## src/rtl/borrow_look_ahead_subtractor_seq_if.sv

```systemverilog
// Operand/result handshake bundle for the sequential borrow look-ahead subtractor.
// Carries ovf only when SUB_OVERFLOW_EN is defined.
interface borrow_look_ahead_subtractor_seq_if #(
    parameter int WIDTH = 16
);
    logic             in_valid;
    logic             in_ready;
    logic [WIDTH-1:0] A;
    logic [WIDTH-1:0] B;
    logic             Bin;
    logic             out_valid;
    logic             out_ready;
    logic [WIDTH-1:0] D;
    logic             Bout;
    logic [WIDTH:0]   out;
`ifdef SUB_OVERFLOW_EN
    logic             ovf;

    modport master (
        output in_valid, A, B, Bin, out_ready,
        input  in_ready, out_valid, D, Bout, out, ovf
    );

    modport slave (
        input  in_valid, A, B, Bin, out_ready,
        output in_ready, out_valid, D, Bout, out, ovf
    );
`else
    modport master (
        output in_valid, A, B, Bin, out_ready,
        input  in_ready, out_valid, D, Bout, out
    );

    modport slave (
        input  in_valid, A, B, Bin, out_ready,
        output in_ready, out_valid, D, Bout, out
    );
`endif
endinterface

```

## src/rtl/borrow_look_ahead_subtractor_seq.sv

```systemverilog
// Sequential subtractor D = A - B - Bin, one 4-bit borrow look-ahead chunk per clock (K = WIDTH/4 RUN cycles).
// Optional macro SUB_OVERFLOW_EN adds a registered signed-overflow flag ovf.
module borrow_look_ahead_subtractor_seq #(
    parameter int WIDTH = 16
) (
    input logic                                     clk,
    input logic                                     rst,
    borrow_look_ahead_subtractor_seq_if.slave       bus
);
    // WIDTH is expected to be a multiple of 4 and at least 4.
    localparam int K      = WIDTH / 4;
    localparam int STEP_W = $clog2(K) + 1;
    localparam logic [STEP_W-1:0] LAST_STEP = STEP_W'(K - 1);

    typedef enum logic [1:0] {
        IDLE = 2'd0,
        RUN  = 2'd1,
        HOLD = 2'd2
    } state_t;

    state_t            state_q;
    state_t            state_d;
    logic              accept;
    logic              in_rdy;
    logic              out_vld;

    logic [WIDTH-1:0]  a_q;
    logic [WIDTH-1:0]  b_q;
    logic [WIDTH-1:0]  d_q;
    logic              borrow_q;
    logic              bout_q;
    logic [STEP_W-1:0] step_q;
    logic              last_step;

    logic [3:0]        ca;
    logic [3:0]        cb;
    logic [3:0]        g;
    logic [3:0]        p;
    logic [4:0]        bc;
    logic [3:0]        diff;

    assign last_step = (step_q == LAST_STEP);

    // Select the chunk addressed by the step counter.
    always_comb begin
        ca = '0;
        cb = '0;
        for (int k = 0; k < K; k++) begin
            if (step_q == STEP_W'(k)) begin
                ca = a_q[4*k +: 4];
                cb = b_q[4*k +: 4];
            end
        end
    end

    // Borrow generate when a=0,b=1; propagate when a==b; every borrow is a flat sum of products.
    always_comb begin
        g     = ~ca & cb;
        p     = ~(ca ^ cb);
        bc[0] = borrow_q;
        bc[1] = g[0]
              | (p[0] & bc[0]);
        bc[2] = g[1]
              | (p[1] & g[0])
              | (p[1] & p[0] & bc[0]);
        bc[3] = g[2]
              | (p[2] & g[1])
              | (p[2] & p[1] & g[0])
              | (p[2] & p[1] & p[0] & bc[0]);
        bc[4] = g[3]
              | (p[3] & g[2])
              | (p[3] & p[2] & g[1])
              | (p[3] & p[2] & p[1] & g[0])
              | (p[3] & p[2] & p[1] & p[0] & bc[0]);
        diff  = ca ^ cb ^ bc[3:0];
    end

    always_comb begin
        state_d = state_q;
        accept  = 1'b0;
        in_rdy  = 1'b0;
        out_vld = 1'b0;
        case (state_q)
            IDLE: begin
                in_rdy = ~rst;
                if (bus.in_valid && !rst) begin
                    accept  = 1'b1;
                    state_d = RUN;
                end
            end
            RUN: begin
                if (last_step) begin
                    state_d = HOLD;
                end
            end
            HOLD: begin
                out_vld = 1'b1;
                if (bus.out_ready) begin
                    state_d = IDLE;
                end
            end
            default: begin
                state_d = IDLE;
            end
        endcase
    end

    always_ff @(posedge clk or posedge rst) begin
        if (rst) begin
            state_q <= IDLE;
        end else begin
            state_q <= state_d;
        end
    end

    // D and Bout are deliberately left untouched on accept; only RUN edges write them.
    always_ff @(posedge clk or posedge rst) begin
        if (rst) begin
            a_q      <= '0;
            b_q      <= '0;
            d_q      <= '0;
            borrow_q <= 1'b0;
            bout_q   <= 1'b0;
            step_q   <= '0;
        end else if (accept) begin
            a_q      <= bus.A;
            b_q      <= bus.B;
            borrow_q <= bus.Bin;
            step_q   <= '0;
        end else if (state_q == RUN) begin
            for (int k = 0; k < K; k++) begin
                if (step_q == STEP_W'(k)) begin
                    d_q[4*k +: 4] <= diff;
                end
            end
            borrow_q <= bc[4];
            step_q   <= step_q + 1'b1;
            if (last_step) begin
                bout_q <= bc[4];
            end
        end
    end

`ifdef SUB_OVERFLOW_EN
    logic ovf_q;

    // Signed overflow: operands differ in sign and the result sign differs from A's.
    always_ff @(posedge clk or posedge rst) begin
        if (rst) begin
            ovf_q <= 1'b0;
        end else if ((state_q == RUN) && last_step) begin
            ovf_q <= (a_q[WIDTH-1] != b_q[WIDTH-1]) && (diff[3] != a_q[WIDTH-1]);
        end
    end

    assign bus.ovf = ovf_q;
`endif

    assign bus.in_ready  = in_rdy;
    assign bus.out_valid = out_vld;
    assign bus.D         = d_q;
    assign bus.Bout      = bout_q;
    assign bus.out       = {bout_q, d_q};

endmodule
```

## src/flat_wrapper.sv

```systemverilog
// flat-port wrapper written by rule: the top's interface ports become plain ports
module borrow_look_ahead_subtractor_seq_flat 
#(
    parameter int WIDTH = 16
)
  (clk, rst, bus_in_valid, bus_A, bus_B, bus_Bin, bus_out_ready, bus_in_ready, bus_out_valid, bus_D, bus_Bout, bus_out);
  borrow_look_ahead_subtractor_seq_if #(.WIDTH(WIDTH)) bus_i ();
  input logic clk;
  input logic rst;
  input wire logic [$bits(bus_i.in_valid)-1:0] bus_in_valid;
  input wire logic [$bits(bus_i.A)-1:0] bus_A;
  input wire logic [$bits(bus_i.B)-1:0] bus_B;
  input wire logic [$bits(bus_i.Bin)-1:0] bus_Bin;
  input wire logic [$bits(bus_i.out_ready)-1:0] bus_out_ready;
  output wire logic [$bits(bus_i.in_ready)-1:0] bus_in_ready;
  output wire logic [$bits(bus_i.out_valid)-1:0] bus_out_valid;
  output wire logic [$bits(bus_i.D)-1:0] bus_D;
  output wire logic [$bits(bus_i.Bout)-1:0] bus_Bout;
  output wire logic [$bits(bus_i.out)-1:0] bus_out;
  assign bus_i.in_valid = bus_in_valid;
  assign bus_i.A = bus_A;
  assign bus_i.B = bus_B;
  assign bus_i.Bin = bus_Bin;
  assign bus_i.out_ready = bus_out_ready;
  assign bus_in_ready = bus_i.in_ready;
  assign bus_out_valid = bus_i.out_valid;
  assign bus_D = bus_i.D;
  assign bus_Bout = bus_i.Bout;
  assign bus_out = bus_i.out;
  borrow_look_ahead_subtractor_seq #(.WIDTH(WIDTH)) u_core (.clk(clk), .rst(rst), .bus(bus_i));
endmodule
```

## config.mk

```make
export PLATFORM = sky130hd
export DESIGN_NAME = borrow_look_ahead_subtractor_seq_flat
export DESIGN_NICKNAME = d
export VERILOG_FILES = /design/src/rtl/borrow_look_ahead_subtractor_seq_if.sv /design/src/rtl/borrow_look_ahead_subtractor_seq.sv /design/src/flat_wrapper.sv
export SDC_FILE = /design/constraint.sdc
export NUM_CORES = 1
export LEC_CHECK = 0
export ABC_CLOCK_PERIOD_IN_PS = 2500
export BUFFER_PORTS_ARGS = -buffer_cell sky130_fd_sc_hd__buf_4
export CAP_MARGIN = 20
export CORE_MARGIN = 2
export CORE_UTILIZATION = 48
export CTS_CLUSTER_SIZE = 24
export DETAILED_ROUTE_END_ITERATION = 12
export HOLD_SLACK_MARGIN = 0.15
export PLACE_DENSITY = 0.77
export RECOVER_POWER = 25
export SKIP_CTS_REPAIR_TIMING = 1
export SYNTH_ARGS = -nofsm -noshare
export SYNTH_HDL_FRONTEND = slang
export SYNTH_SLANG_ARGS = --single-unit
```

## constraint.sdc

```tcl
create_clock -name clk -period 2.5 [get_ports clk]
set_input_delay 0 -clock clk [delete_from_list [all_inputs] [get_ports clk]]
set_output_delay 0 -clock clk [all_outputs]
set_load 0.05 [all_outputs]
```

==> results.toml <==
[drt]
drt_iter0_markers = 96
num_vias = 2183
routed_wl_mm = 6.50
viasPerCell = 5.26
wl_per_cell_um = 15.7
drt_first_pass_iters = 5
drc = 0
antenna_left = 0

[floorplanning]
die_h_um = 80.3
fp.dieW_um = 80.3
initial_core_util_pct = 50.1
coreArea_um2 = 5570
dieArea_um2 = 6440
rows = 27
ios = 73

[setup_path]
end_kind = "flop"
worstSetupPathType = "reg2reg"
crit_path_max_fanout = 5
cp-start-kind = "flop"
arrival_ns = 2.71
cpMaxStageDelayCell = "dfrtp_1"
cp.required_ns = 2.70
crit_buf_inv = 2
cp_common_cell = "buf_4"
cpPeakStageDelay_ns = 0.42
cp_cell_sequence = "buf_4 -> ha_1 -> ha_2 -> nor2_2 -> buf_4 -> a22oi_1 -> ha_4 -> nand2_1 -> o21ai_2 -> xor2_2 -> a21oi_1"
critPathTopFamily = "adder cells"

[global_routing]
grt-ovfl-total = 0
grt_max_degree = 36
grt-busiest-layer = "met2"
met1_usage_pct = 24.3
use_met3_pct = 3.26
met2_usage_pct = 31.1
grt_pass1_vias = 1922
grt_pass1_wl_mm = 9.15
gr-usage-all-layers_pct = 18.4
antenna_found_initial = 0

[placed_design]
post-place-ws_ns = -0.139
hpwl_mm = 4.22
gp_congestion = 0.871
place_area_um2 = 3340
dp.cells = 368
io_buffers = 72

[logic_synthesis]
ys_types = 30
synth_area_um2 = 2790
synth_compound_area_share_pct = 10.6
synth_seq_cells = 55
muxShareOfSynthArea_pct = 15.2
avgSynthCellArea_um2 = 11.8
seq_area_frac_synth_pct = 49.3
synthSimpleGateAreaFrac_pct = 10.7
synth_fa_ha_area_share_pct = 5.20
synth_cells = 236
syn_nets = 284
synth_top_family_by_area = "multiplexers"
synth-xor-area-share_pct = 0.941
synth-warning-count = 0

[clocking]
clkTransAtPathRegs_ns = 0.11
clock_sinks = 55
clk_latency_ns = 0.32
cts_tree = "built"
numCtsBuffers = 5
root_buffer = "clkbuf_8"
htree_levels = 2
clock_path_buffers = 2

[timing]
maxSlewHeadroom_pct = 32.4
period_share_pct = 100
max_freq_mhz = 399
setup_viol = 3
fin_crit_ns = 2.51
drv_slew = 0
worst_slew_pin_slew_ns = 1.01
finalWorstSetupSlack_ns = -0.00794
skew_ns = 0.0114
hold_viol_final = 0

[cells_and_area]
final_cell_area_um2 = 3920
nets = 390
diodes = 0
layout_commonest_cell = "buf_4"
stdcell_count = 415
final_cell_mix = "buf_4, dfrtp_1, dlygate4sd3_1"
syn_to_final_growth_pct = 40.4
drive_above_1_share_pct = 43.7
fill_cells = 420
final_core_utilization_pct = 70.3

[hold_path]
holdCritPathClass = "in2reg"

[run_status]
violations = "setup timing"
status = "finished with violations"

[job]
drv_cap = 0
[stage by stage]
stage | hold WS, ns | TNS (ns)
after detailed placement | 0.107 | -1.24
after floorplan | 0.108 | 0
final | 0.203 | -0.0184
after global placement | 0.0957 | -0.190
after global routing | 0.203 | -0.756
after CTS | -0.240 | -1.53
[per-layer routing]
layer | vias up | wire [µm]
li1 | 1020 | -
met1 | 1068 | 2620
met2 | 83 | 3430
met3 | 12 | 343
met4 | 0 | 101
met5 | - | 0
[kinds of logic after synthesis]
| family | count (synthesis) |
|---|---|
| simple gates | 46 |
| xor+xnor | 3 |
| mux | 37 |
| compound gates | 51 |
| fa+ha+maj | 11 |
| flops | 55 |
| buf+inv | 33 |
[tightest hold or removal path: stages]
cell      delay [ns]
buf_4           0.11
nor3b_1         0.13
a21oi_1         0.11
o221ai_1        0.13
[sequential cells by signal, indices dropped and copies added, names as in the netlist]
name             cells
u_core.step_q        3
u_core.borrow_q      1
u_core.bus.Bout      1
u_core.b_q          16
u_core.a_q          16
u_core.bus.D        16
u_core.state_q       2
[synthesized netlist by cell type]
library cell	instances	area, µm²
nand2_1	16	60.1
inv_1	7	26.3
clkbuf_1	2	7.51
nand2b_4	1	13.8
xor2_1	1	8.76
nand2b_1	2	12.5
nand3b_1	2	15.0
dfrtp_1	55	1380
o22ai_1	2	12.5
fa_1	1	20.0
nor3b_1	1	7.51
xnor2_1	2	17.5
mux2_4	2	30.0
o21ai_0	15	75.1
mux2_2	32	360
mux2_1	3	33.8
a21o_1	1	7.51
a22oi_1	5	37.5
ha_1	10	125
nor2_1	11	41.3
nor3_1	1	5.00
buf_6	5	56.3
buf_4	17	128
and3b_1	8	70.1
nor3_4	1	16.3
o221ai_1	1	8.76
buf_2	2	10.0
a22o_1	5	43.8
a21oi_1	22	110
nor3b_4	3	56.3
[final timing paths]
kind / start / to / slack (ns) / depth (start not counted)
worst min register to register: u_core.bus.Bout$_DFFE_PP0P_ / u_core.bus.Bout$_DFFE_PP0P_ / 0.52 / 2
worst max register to register: u_core.step_q[1]$_DFFE_PP0P_ / u_core.bus.D[7]$_DFFE_PP0P_ / -0.008 / 11
min in group asynchronous: rst / u_core.bus.Bout$_DFFE_PP0P_ / 0.46 / 3
max in group asynchronous: rst / u_core.step_q[0]$_DFFE_PP0P_ / 1.07 / 4
worst max-delay path: u_core.step_q[1]$_DFFE_PP0P_ / u_core.bus.D[7]$_DFFE_PP0P_ / -0.008 / 11
worst min-delay path: bus_Bin / u_core.borrow_q$_DFFE_PP0P_ / 0.20 / 4
[cell type report]
| type | count | area (µm²) | area share, % |
|---|---|---|---|
| tap | 72 | 90.1 | 2.30 |
| timing repair buffer | 125 | 1000 | 25.6 |
| multi-input combinational | 148 | 1330 | 33.8 |
| clock inverter | 3 | 28.8 | 0.734 |
| sequential | 55 | 1380 | 35.1 |
| clock buffer | 5 | 68.8 | 1.76 |
| inverter | 7 | 26.3 | 0.670 |
Power is not shown: default switching activity piles up to over one toggle a cycle in this logic, so the estimate is an artifact.
